## src/rtl/regfile_write_master_if.sv

```systemverilog
// Register-file write interface: writeback request handshake plus the
// registered write port that feeds the 32x64 register file.
// The "master" modport is the write initiator (regfile_write_master); the
// "slave" modport is the environment (writeback stage and register file).
interface regfile_write_master_if #(
    parameter int unsigned DATA_W = 64,
    parameter int unsigned ADDR_W = 5
);

    // Writeback request handshake
    logic              req_valid;
    logic              req_ready;
    logic [ADDR_W-1:0] req_addr;
    logic [DATA_W-1:0] req_data;

    // Register-file write port
    logic              regwrite;
    logic [ADDR_W-1:0] adr_wr_reg;
    logic [DATA_W-1:0] wr_data;

    modport master (
        input  req_valid,
        input  req_addr,
        input  req_data,
        output req_ready,
        output regwrite,
        output adr_wr_reg,
        output wr_data
    );

    modport slave (
        output req_valid,
        output req_addr,
        output req_data,
        input  req_ready,
        input  regwrite,
        input  adr_wr_reg,
        input  wr_data
    );

endinterface

```

## src/rtl/regfile_write_master.sv

```systemverilog
// Write-side initiator for the register file. Writeback requests are buffered
// in a small FIFO and issued one per clock on a registered write port. A
// bulk-initialise sequence drains the FIFO, then writes one captured value to
// registers 1..NUM_REGS-1 on consecutive cycles. Register 0 is never written.
module regfile_write_master #(
    parameter int unsigned DATA_W     = 64,
    parameter int unsigned ADDR_W     = 5,
    parameter int unsigned NUM_REGS   = 32,
    parameter int unsigned FIFO_DEPTH = 4
) (
    input  logic                              clk,
    input  logic                              rst,
    regfile_write_master_if.master            bus,
    input  logic                              init_start,
    input  logic [DATA_W-1:0]                 init_value,
    output logic                              init_busy,
    output logic [$clog2(FIFO_DEPTH+1)-1:0]   pending_cnt
);

    localparam int unsigned PtrW = (FIFO_DEPTH > 1) ? $clog2(FIFO_DEPTH) : 1;
    localparam int unsigned CntW = $clog2(FIFO_DEPTH + 1);

    localparam logic [CntW-1:0]   DepthCnt = CntW'(FIFO_DEPTH);
    localparam logic [PtrW-1:0]   LastPtr  = PtrW'(FIFO_DEPTH - 1);
    localparam logic [ADDR_W-1:0] FirstIdx = ADDR_W'(1);
    localparam logic [ADDR_W-1:0] LastIdx  = ADDR_W'(NUM_REGS - 1);

    typedef enum logic [1:0] {
        StIdle,
        StDrain,
        StInit
    } state_t;

    // Control state
    state_t            state;
    logic [ADDR_W-1:0] idx;
    logic [DATA_W-1:0] init_val;

    // Registered write port
    logic              regwrite_q;
    logic [ADDR_W-1:0] adr_wr_reg_q;
    logic [DATA_W-1:0] wr_data_q;

    // Request FIFO
    logic [ADDR_W-1:0] addr_mem [FIFO_DEPTH];
    logic [DATA_W-1:0] data_mem [FIFO_DEPTH];
    logic [PtrW-1:0]   wr_ptr;
    logic [PtrW-1:0]   rd_ptr;
    logic [CntW-1:0]   count;
    logic [CntW-1:0]   count_next;

    logic              req_ready_int;
    logic              accept;
    logic              push;
    logic              pop;
    logic [ADDR_W-1:0] head_addr;
    logic [DATA_W-1:0] head_data;

    function automatic logic [PtrW-1:0] ptr_inc(input logic [PtrW-1:0] p);
        return (p == LastPtr) ? '0 : p + PtrW'(1);
    endfunction

    // Ready depends only on state and occupancy; a full FIFO stays not-ready
    // even when the head is popped in the same cycle.
    assign req_ready_int = (state == StIdle) && (count < DepthCnt);
    assign accept        = bus.req_valid && req_ready_int;
    // Writes to x0 are accepted on the handshake but dropped here.
    assign push          = accept && (bus.req_addr != '0);
    // Buffered requests are issued in IDLE and DRAIN, never during INIT.
    assign pop           = (state != StInit) && (count != '0);

    assign head_addr = addr_mem[rd_ptr];
    assign head_data = data_mem[rd_ptr];

    // Occupancy after this edge's push/pop
    always_comb begin
        count_next = count;
        case ({push, pop})
            2'b10:   count_next = count + CntW'(1);
            2'b01:   count_next = count - CntW'(1);
            default: count_next = count;
        endcase
    end

    // FIFO payload storage; contents are don't-care while unoccupied
    always_ff @(posedge clk) begin
        if (push) begin
            addr_mem[wr_ptr] <= bus.req_addr;
            data_mem[wr_ptr] <= bus.req_data;
        end
    end

    // FIFO pointers and occupancy
    always_ff @(posedge clk or posedge rst) begin
        if (rst) begin
            wr_ptr <= '0;
            rd_ptr <= '0;
            count  <= '0;
        end else begin
            if (push) begin
                wr_ptr <= ptr_inc(wr_ptr);
            end
            if (pop) begin
                rd_ptr <= ptr_inc(rd_ptr);
            end
            count <= count_next;
        end
    end

    // Control FSM with registered register-file write port
    always_ff @(posedge clk or posedge rst) begin
        if (rst) begin
            state        <= StIdle;
            idx          <= FirstIdx;
            init_val     <= '0;
            regwrite_q   <= 1'b0;
            adr_wr_reg_q <= '0;
            wr_data_q    <= '0;
        end else begin
            case (state)
                StIdle: begin
                    if (pop) begin
                        regwrite_q   <= 1'b1;
                        adr_wr_reg_q <= head_addr;
                        wr_data_q    <= head_data;
                    end else begin
                        regwrite_q   <= 1'b0;
                    end
                    if (init_start) begin
                        init_val <= init_value;
                        // A request taken alongside init_start must land first.
                        if ((count == '0) && !push) begin
                            state <= StInit;
                            idx   <= FirstIdx;
                        end else begin
                            state <= StDrain;
                        end
                    end
                end
                StDrain: begin
                    if (pop) begin
                        regwrite_q   <= 1'b1;
                        adr_wr_reg_q <= head_addr;
                        wr_data_q    <= head_data;
                    end else begin
                        regwrite_q   <= 1'b0;
                    end
                    // No pushes in DRAIN, so the FIFO only shrinks.
                    if (count_next == '0) begin
                        state <= StInit;
                        idx   <= FirstIdx;
                    end
                end
                StInit: begin
                    regwrite_q   <= 1'b1;
                    adr_wr_reg_q <= idx;
                    wr_data_q    <= init_val;
                    if (idx == LastIdx) begin
                        state <= StIdle;
                    end else begin
                        idx <= idx + ADDR_W'(1);
                    end
                end
                default: begin
                    state      <= StIdle;
                    regwrite_q <= 1'b0;
                end
            endcase
        end
    end

    assign bus.req_ready  = req_ready_int;
    assign bus.regwrite   = regwrite_q;
    assign bus.adr_wr_reg = adr_wr_reg_q;
    assign bus.wr_data    = wr_data_q;
    assign init_busy      = (state == StDrain) || (state == StInit);
    assign pending_cnt    = count;

endmodule

```

## src/flat_wrapper.sv

```systemverilog
// flat-port wrapper written by rule: the top's interface ports become plain ports
module regfile_write_master_flat 
#(
    parameter int unsigned DATA_W     = 64,
    parameter int unsigned ADDR_W     = 5,
    parameter int unsigned NUM_REGS   = 32,
    parameter int unsigned FIFO_DEPTH = 4
)
  (clk, rst, init_start, init_value, init_busy, pending_cnt, bus_req_valid, bus_req_addr, bus_req_data, bus_req_ready, bus_regwrite, bus_adr_wr_reg, bus_wr_data);
  regfile_write_master_if #(.DATA_W(DATA_W), .ADDR_W(ADDR_W)) bus_i ();
  input  logic clk;
  input  logic rst;
  input  logic init_start;
  input  logic [DATA_W-1:0] init_value;
  output logic init_busy;
  output logic [$clog2(FIFO_DEPTH+1)-1:0] pending_cnt;
  input wire logic [$bits(bus_i.req_valid)-1:0] bus_req_valid;
  input wire logic [$bits(bus_i.req_addr)-1:0] bus_req_addr;
  input wire logic [$bits(bus_i.req_data)-1:0] bus_req_data;
  output wire logic [$bits(bus_i.req_ready)-1:0] bus_req_ready;
  output wire logic [$bits(bus_i.regwrite)-1:0] bus_regwrite;
  output wire logic [$bits(bus_i.adr_wr_reg)-1:0] bus_adr_wr_reg;
  output wire logic [$bits(bus_i.wr_data)-1:0] bus_wr_data;
  assign bus_i.req_valid = bus_req_valid;
  assign bus_i.req_addr = bus_req_addr;
  assign bus_i.req_data = bus_req_data;
  assign bus_req_ready = bus_i.req_ready;
  assign bus_regwrite = bus_i.regwrite;
  assign bus_adr_wr_reg = bus_i.adr_wr_reg;
  assign bus_wr_data = bus_i.wr_data;
  regfile_write_master #(.DATA_W(DATA_W), .ADDR_W(ADDR_W), .NUM_REGS(NUM_REGS), .FIFO_DEPTH(FIFO_DEPTH)) u_core (.clk(clk), .rst(rst), .bus(bus_i), .init_start(init_start), .init_value(init_value), .init_busy(init_busy), .pending_cnt(pending_cnt));
endmodule
```

## config.mk

```make
export PLATFORM = sky130hd
export DESIGN_NAME = regfile_write_master_flat
export DESIGN_NICKNAME = d
export VERILOG_FILES = /design/src/rtl/regfile_write_master_if.sv /design/src/rtl/regfile_write_master.sv /design/src/flat_wrapper.sv
export SDC_FILE = /design/constraint.sdc
export NUM_CORES = 1
export LEC_CHECK = 0
export BUFFER_PORTS_ARGS = -buffer_cell sky130_fd_sc_hd__clkbuf_2
export CAP_MARGIN = 20
export CORE_UTILIZATION = 62
export DETAILED_ROUTE_END_ITERATION = 6
export GPL_TIMING_DRIVEN = 0
export PLACE_DENSITY = 0.85
export SLEW_MARGIN = 15
export SYNTH_ARGS = -nofsm -noshare
export SYNTH_HDL_FRONTEND = slang
export SYNTH_SLANG_ARGS = --single-unit
```

## constraint.sdc

```tcl
create_clock -name clk -period 8.94 [get_ports clk]
set_input_delay 0.447 -clock clk [delete_from_list [all_inputs] [get_ports clk]]
set_output_delay 0.447 -clock clk [all_outputs]
set_load 0.02 [all_outputs]
```

==> metrics.md <==
| Metric | Value |
|---|---|
| Status | completed |
| Number of sinks handled by clock tree synthesis | 424 |
| Insertion delay to the later sink of the worst-skew pair | 0.53 ns |
| Clock Tree Root | sky130_fd_sc_hd__clkbuf_16 |
| CTS tree | done |
| Number of port buffers | 211 |
| Part of the power in registers | just over 40% |
| Maximum number of pins on one net before global-route repair | 105 |
| Arrival time of data at the critical path endpoint | 3.92 ns |
| Max-slew headroom at the worst pin | 37.6% |
| Routed length per instance | 22.2 µm |
| Post-synth top area share | 50.7% |
| Worst-Margin Slew | 0.936 ns |
| First-pass GRT wire length | 51700 µm |
| Iteration-0 DRC Markers | between 600 and 700 |
| Area taken by flip-flops and latches | 12000 µm² |
| End-of-flow core utilization | 75.6% |
| IR drop worst, VDD | ~0.00022 V |
| Antenna-violating nets left | 0 |
| Ports placed on the boundary | 212 |
| Hold Violations, Final | 0 |
| Synthesis-to-finish area growth | 20.2% |
| Overall die area | 27000 µm² |
| Max_cap viols | 0 |
| Fraction of power consumed by the clock network | 25.9% |
| Time the worst path needs with I/O delays and setup | roughly 3.5 ns |
| Post-route worst hold slack | 0.136 ns |
| Number of unique standard cell types used by synthesis | 40 |
| Power Internal | 4.68 mW |
| Number of nets at the end of the flow | 1309 |
| Number of buffers added by the clock tree synthesis step | 42 |
| Switching power | 2.27 mW |
| Kind of end point of the critical path | flip-flop |
| Top post-synthesis cells by area | sky130_fd_sc_hd__edfxtp_1 51%, sky130_fd_sc_hd__dfrtp_1 23%, sky130_fd_sc_hd__mux4_2 9.5% |
| Setup Skew | 0.0102 ns |
| Final setup violation count | 0 |
| Overall fraction of global-route tracks in use | a little over a quarter |
| Max Slew Vio Count | 0 |
| F_max | 288 MHz |
| Type of the worst min-delay path | in2reg |
| Synthesized area divided by synthesized cell count | 18.4 µm² |
| Worst path required time | 9.39 ns |
| Vias in the first global route | 9394 |
| Max reg flops | roughly 260 |
| Final routed wirelength across all metal layers | about 34000 µm |
| Kind of start point of the critical path | flip-flop |
| Router iterations before antenna repair | 5 |
| Number of inserted filler cells in the final layout | 1502 |
| Fraction of layout cells with a size suffix above 1 | 37.8% |
| Summed negative setup slack over all endpoints | 0 ns |
| Final global-route overflow total | 0 |
| Layout Cell Area excl Fill | 19600 µm² |
| Number of standard-cell rows in the floorplan | 59 |
| H-tree level count | 2 |
| Half-perimeter wire length of the detailed placement result | roughly 22000 µm |
| Mapped Nets | 1039 |
| Yosys top cell by area | sky130_fd_sc_hd__edfxtp_1 |
| Overall power of the completed layout | 6.95 mW |
| Total placed instance area | roughly 18000 µm² |
| DRC | 0 |
| Setup repair after global routing missed its margin | false |
| Vertical die dimension | 164 µm |
| Multi-input logic area | 4140 µm² |
| Final RePlAce weighted congestion | approximately 0.80 |
| Number of antenna violations at the first check in global routing | 1 |
| Relative contribution of combinational cells to total power | 33.6% |
| Clock Pin Slew Worst Setup and Hold Paths | 0.06 ns |
| Synthesis warning total | 0 |
| Critical path peak fanout | 10 |
| Part of the Yosys area used for sequential elements | 73.4% |
| Period Utilization, post-route | between 30% and 40% |
| Largest Register | u_core.data_mem |
| Buffer levels on the longest clock path | 3 |
| Worst setup path category | reg2reg |
| Vias | 8906 |
| Synthesized instance count | 889 |
| Leak pwr | 7.80 nW |
| Post-synthesis instance area | approximately 16000 µm² |
| Power per Cell Area | 354 nW/µm² |
| Drt via density | 5.83 |
| Number of synthesized register bits | between 400 and 500 |
| Die extent in x | roughly 160 µm |
| Standard cell core area | 26000 µm² |
| Net switching fraction of the power | 32.7% |
| Starting density of the core | 62.9% |
-- metrics by stage --
step / instances / setup WS (ns)
2_1_floorplan: 889 / 4.10
3_3_place_gp: 1435 / 1.87
3_5_place_dp: 1449 / 5.16
4_1_cts: 1527 / 5.50
5_1_grt: 1527 / 5.28
6_report: 1528 / 5.47
-- cell families after synthesis --
logic type	after synthesis	share of synthesized area, %
xor+xnor	2	0.107
simple gates	96	2.46
flops	424	73.4
fa+ha+maj	13	1.04
compound gates	83	2.84
mux	210	18.7
buf+inv	61	1.50
-- routing by layer --
metal  GRT usage (%)  wire, µm  share of wire [%]
met1            33.8     13700                 40
met2            44.5     17200                 51
met3            5.52      2290                6.7
met4            7.96       811                2.4
met5               0         0                  0
-- critical path, stage by stage (launching register included) --
cell and delay, ns:
sky130_fd_sc_hd__dfrtp_1 0.42, sky130_fd_sc_hd__inv_1 0.12, sky130_fd_sc_hd__ha_1 0.22, sky130_fd_sc_hd__nor2b_1 0.22
sky130_fd_sc_hd__o211ai_2 0.14, sky130_fd_sc_hd__buf_2 0.25, sky130_fd_sc_hd__ha_1 0.27, sky130_fd_sc_hd__fa_1 0.39
sky130_fd_sc_hd__xnor2_1 0.16, sky130_fd_sc_hd__o21ai_0 0.27, sky130_fd_sc_hd__a31oi_2 0.23, sky130_fd_sc_hd__nor3_4 0.35
sky130_fd_sc_hd__mux2_1 0.35
-- synth_stat cells (all sizes together) --
library cell,count
dfstp,1
nor3,3
o41a,1
mux4,69
a31o,1
dfrtp,147
and3,2
nor2,10
and2,1
xnor2,2
o32a,1
o211ai,1
o41ai,2
mux2,71
nand2,75
nand3b,1
inv,15
or4,1
clkbuf,34
nor2b,1
ha,12
a21o,3
fa,1
edfxtp,276
a21oi,1
a21boi,1
o21ai,70
mux2i,70
nand3,1
or3,1
o22ai,1
buf,12
a31oi,1
-- worst paths after layout --
kind | from | endpoint | slack (ns) | depth (start not counted)
min in group asynchronous | rst | u_core.init_val[38] | 0.46 | 3
max in group asynchronous | rst | u_core.wr_ptr[0] | 7.56 | 4
setup / recovery | u_core.state[1] | u_core.idx[0] | 5.47 | 12
setup reg to reg | u_core.state[1] | u_core.idx[0] | 5.47 | 12
hold / removal | bus_req_data[4] | u_core.data_mem[0][4] | 0.14 | 1
hold reg to reg | u_core.bus.wr_data[58] | u_core.bus.wr_data[58] | 0.48 | 2
-- power by group through the flow --
stage	combinational [mW]	sequential (mW)	clock [mW]
6_report	2.33	2.81	1.80
5_1_grt	2.53	2.86	1.90
4_1_cts	2.36	2.81	1.82
3_5_place_dp	2.34	2.84	0
3_3_place_gp	2.20	2.84	0
2_1_floorplan	1.41	3.00	0
-- area by class of cell --
class / count / share of cell area (%)
flip-flops and latches: 424 / 61.0
multi-input cells: 404 / 21.1
repair buffers: 226 / 7.23
clock buffers: 58 / 5.97
well taps: 335 / 2.13
clock inverters: 19 / 1.25
plain buffers: 46 / 0.962
inverters: 15 / 0.325
diodes: 1 / 0.0127
-- repair_timing --
action                                  4_1_cts  5_1_grt
setup buffers                                 0        0
gates resized for setup                       0        0
endpoints found under the setup margin        0        0
hold buffers                                  1        0
hold endpoints to repair                     44        0
-- cell usage in the layout, fill, tap and decap left out, drive strengths merged, types with 2 or more instances in the layout --
master	instances
nor2	10
xnor2	2
clkbuf	303
edfxtp	276
mux2i	70
nor3	3
clkinv	12
buf	26
a21o	3
mux2	71
ha	12
and3	2
inv	16
dfrtp	147
bufinv	6
o41ai	2
mux4	69
o21ai	70
nand2	75
Power figures use the tool's default switching activity.
